===== src/rtl/bcd_to_bin_seq.sv =====
// bcd_to_bin_seq: sequential reverse double-dabble BCD-to-binary converter, one shift step per cycle.
// Define BCD_ERR_CHECK_EN to flag digits above 9 and skip the conversion with err set.
module bcd_to_bin_seq #(
    parameter int DIGITS = 3,
    parameter int BIN_W  = 10
) (
    input  logic                  clk,
    input  logic                  rst,
    input  logic                  start,
    input  logic [4*DIGITS-1:0]   bcd_in,
    output logic                  busy,
    output logic                  done,
    output logic [BIN_W-1:0]      bin_out,
    output logic                  err
);
    localparam int SW = 4*DIGITS + BIN_W;
    localparam int CW = BIN_W > 1 ? $clog2(BIN_W) : 1;
    localparam logic [CW-1:0] LAST = CW'(BIN_W - 1);

    if ((longint'(1) << BIN_W) < (longint'(10) ** DIGITS)) begin : g_cfg_err
        $error("bcd_to_bin_seq: BIN_W too small to hold 10**DIGITS-1");
    end

    typedef enum logic [1:0] {IDLE, SHIFT, DONE} state_t;

    state_t          state, state_next;
    logic [SW-1:0]   sr, sh, sr_next;
    logic [CW-1:0]   cnt;
    logic            accept, last, skip;

    // Shift right, then pull every digit field that landed at 8 or more back by 3.
    always_comb begin
        sh      = sr >> 1;
        sr_next = sh;
        for (int k = 0; k < DIGITS; k++)
            if (sh[BIN_W+4*k+3]) sr_next[BIN_W+4*k +: 4] = sh[BIN_W+4*k +: 4] - 4'd3;
    end

    always_comb begin
        accept     = start && (state == IDLE || state == DONE);
        last       = cnt == LAST || skip;
        state_next = accept ? SHIFT : state == SHIFT ? (last ? DONE : SHIFT) : IDLE;
        busy       = state == SHIFT;
        done       = state == DONE;
    end

    always_ff @(posedge clk or posedge rst)
        if (rst) begin
            state   <= IDLE;
            sr      <= '0;
            cnt     <= '0;
            bin_out <= '0;
        end else begin
            state <= state_next;
            if (accept) begin
                sr  <= {bcd_in, {BIN_W{1'b0}}};
                cnt <= '0;
            end else if (busy) begin
                sr  <= sr_next;
                cnt <= last ? '0 : cnt + 1'b1;
                if (last) bin_out <= skip ? '0 : sr_next[BIN_W-1:0];
            end
        end

`ifdef BCD_ERR_CHECK_EN
    logic bad_in;

    always_comb begin
        bad_in = 1'b0;
        for (int k = 0; k < DIGITS; k++)
            bad_in = bad_in | (bcd_in[4*k +: 4] > 4'd9);
    end

    // skip remembers an invalid load so the single SHIFT cycle ends the conversion.
    always_ff @(posedge clk or posedge rst)
        if (rst) begin
            skip <= 1'b0;
            err  <= 1'b0;
        end else if (accept) begin
            skip <= bad_in;
            err  <= 1'b0;
        end else if (busy && skip) begin
            err <= 1'b1;
        end
`else
    assign skip = 1'b0;
    assign err  = 1'b0;
`endif
endmodule


===== config.mk =====
export PLATFORM = sky130hd
export DESIGN_NAME = bcd_to_bin_seq
export DESIGN_NICKNAME = d
export VERILOG_FILES = /design/src/rtl/bcd_to_bin_seq.sv
export SDC_FILE = /design/constraint.sdc
export NUM_CORES = 1
export LEC_CHECK = 0
export BUFFER_PORTS_ARGS = -buffer_cell sky130_fd_sc_hd__buf_2
export CAP_MARGIN = 25
export CORE_MARGIN = 3
export CORE_UTILIZATION = 55
export CTS_BUF_LIST = sky130_fd_sc_hd__clkbuf_4 sky130_fd_sc_hd__clkbuf_8 sky130_fd_sc_hd__clkbuf_16
export DETAILED_ROUTE_END_ITERATION = 16
export PLACE_DENSITY = 0.76
export SYNTH_ARGS = -nofsm -noshare
export SYNTH_HDL_FRONTEND = slang
export SYNTH_SLANG_ARGS = --single-unit

===== constraint.sdc =====
create_clock -name clk -period 1.9 [get_ports clk]
set_input_delay 0.095 -clock clk [delete_from_list [all_inputs] [get_ports clk]]
set_output_delay 0.095 -clock clk [all_outputs]
set_load 0.01 [all_outputs]

==> impl_metrics.tcl <==
set metrics [dict create \
    synth_ff_type "dfrtp_1" \
    drtIter0Drc 72 \
    fmax_mhz 604 \
    port_buffers 26 \
    rsz0062_at_grt "no" \
    p_leak_uw 0.000964 \
    crit_start "state[1]" \
    rr_startpoint "cnt[1]" \
    cp_data_arrival_time_ps 1560 \
    fp.dieW_um 61.0 \
    layout.nets 204 \
    fp.dieH_um 61.0 \
    clock_latency_ps 330 \
    cts_tree "done" \
    grt_pass1_wl_mm 5.76 \
    drive_gt1_frac 0.285 \
    overflow 0 \
    drcViolationCount 0 \
    vias 1234 \
    relSlewSlack 0.630 \
    grt_max_degree 38 \
    cp_cell_sequence "nand2b_1 -> inv_2 -> buf_4 -> buf_2" \
    ios 28 \
    synth-seq-area-share 0.556 \
    yosysWarnings 0 \
    ctsHtreeMaxLevel 2 \
    critPathLaunchType "flip-flop" \
    synth_enable_flop_cells 0 \
    hold_violations 0 \
    setup_tns_ps 0 \
    cts_setup_buffers 0 \
    critical-path-max-stage-delay_ps 390 \
    grt_pass1_vias 1218 \
    syn_area_mm2 0.00167 \
    synth_cell_type_count 32 \
    syn_inst 146 \
    maxSlewViolCount 0 \
    cts_sinks 37 \
    root_buffer "clkbuf_4" \
    dp_hpwl_mm 2.24 \
    dpl_worst_slack_ps 338 \
    regToRegSetupSlack_ps 320 \
    worstPathRequired_ps 1800 \
    cts_made_buffers 5 \
    cp.buffers_inverters 3 \
    ir_drop_mv 0.957 \
    grt_usage 0.213 \
    synth-seq-cells 37 \
    end_kind "output pin" \
    gp_congestion 0.820 \
    crit_slowest_cell "dfrtp_1" \
    maxCapViolations 0 \
    fin_worst_skew_ps 8.46 \
    timing.rr.end "bin_out[2]" \
    setup_viol 0 \
    hold_class "input port to flip-flop" \
    clk_path_buf_depth 2 \
    first_pass_iters 4 \
    initial_core_util 0.589 \
    coreArea_mm2 0.00283 \
    via_per_inst 5.69 \
    period_minus_slack_ps 1660 \
    whs_path_depth 3 \
    status "completed" \
    worstRegToRegCells 6 \
    area_growth_pct 20.6 \
    rows 19 \
    tightest_slew_ps 555 \
    wl_mm 3.34 \
    p_per_area_mw_per_mm2 1630 \
    hold_buffers 11 \
    fin_ws_ps 244 \
    worst-path-stages 4 \
    antenna_cells 0 \
    fin_crit_sh 0.872 \
    post_cts_resized 0 \
    path_max_fanout 16 \
    clk_pin_slew_ps 120 \
    ant_nets 0 \
    async_flop_share 1.00 \
    cp-endpoint "busy" \
    syn_nets 165 \
    critical_path.top_delay_family "buffers and inverters" \
    wl_per_cell_um 15.4 \
    path_class "flip-flop to output pin" \
    antenna_found_initial 0 \
    dieArea_mm2 0.00373 \
    postSynthAreaPerCell_um2 11.4 \
]
==> through the flow <==
stage                     hold WS [ps]  cell area (µm²)  instances   util  power (µW)
after floorplan                    212             1670        146      -        2350
after global placement             217             1810        198  0.640        2640
after detailed placement           220             1810        198  0.640        2720
after CTS                         4.34             2010        217  0.710        3310
after global routing              8.11             2010        217  0.710        3560
final                             19.4             2010        217  0.710        3280
==> per-layer routing <==
metal | wire length (µm) | vias to the layer above | track usage
met4 | 32 | 0 | 0.0619
li1 | - | 594 | -
met2 | 1680 | 30 | 0.335
met5 | 0 | - | 0
met3 | 159 | 4 | 0.0650
met1 | 1470 | 606 | 0.288
==> flip-flops by register name, summed over array words and instances, names as in the netlist <==
signal and count:
sr 21, state 2, cnt 4, bin_out 10
==> synthesized netlist by cell type (3+ instances only) <==
cell type,count,area [µm²]
clkbuf_1,4,15.0
mux2_2,11,124
nand2_1,19,71.3
a22o_1,10,87.6
o21ai_0,6,30.0
nor2_1,4,15.0
ha_1,4,50.1
nor2b_1,3,18.8
nand3_1,9,45.0
a31oi_1,3,18.8
inv_1,5,18.8
dfrtp_1,37,926
==> logic make-up (layout without fill, tap and decap cells) <==
logic type,Yosys count,in the layout,share of synthesized area
DFF,37,37,0.556
adders and majority gates,4,4,0.0300
xor gates and xnor gates,4,4,0.0210
and+or+nand+nor,43,43,0.127
AOI/OAI and AO/OA,29,29,0.133
other,1,1,0.00225
buffers and inverters,16,56,0.0510
muxes,12,12,0.0803
==> cell type report <==
cell class	count	area, µm²
inverters	6	22.5
repair buffers	42	278
fillers	199	820
well taps	31	38.8
flip-flops and latches	37	926
clock buffers	6	51.3
clock inverters	2	37.5
multi-input cells	93	656
==> layout by cell type, fill, tap and decap left out, drive strengths merged, types with 3 or more instances in the layout <==
master	count
nor2b	3
o21ai	6
a22o	10
nor2	5
dfrtp	37
a31oi	3
nand3	9
ha	4
inv	6
nand2	19
clkbuf	6
mux2	11
buf	31
dlygate4sd3	11
==> worst reg2reg max path: cells and delay by family (launching register included) <==
| family | cells | cell delay, ps |
|---|---|---|
| adder cells (fa/ha/maj) | 1 | 160 |
| buffers and inverters | 2 | 300 |
| flip-flops | 1 | 410 |
| multiplexers | 1 | 360 |
| AND/OR/NAND/NOR | 2 | 250 |
==> report_power, final <==
| group | switching [µW] | internal, µW |
|---|---|---|
| Sequential | 295 | 1150 |
| Clock | 260 | 313 |
| Combinational | 638 | 624 |
==> how the worst min path moves through the flow <==
| stage | slack [ps] | start | endpoint |
|---|---|---|---|
| after floorplan | 210 | bcd_in[1] | sr[11] |
| after global placement | 220 | rst | state[1] |
| after detailed placement | 220 | rst | state[0] |
| after CTS | 4 | bcd_in[8] | sr[18] |
| after global routing | 8 | bcd_in[8] | sr[18] |
| final | 20 | bcd_in[8] | sr[18] |
Power figures use the tool's default switching activity.
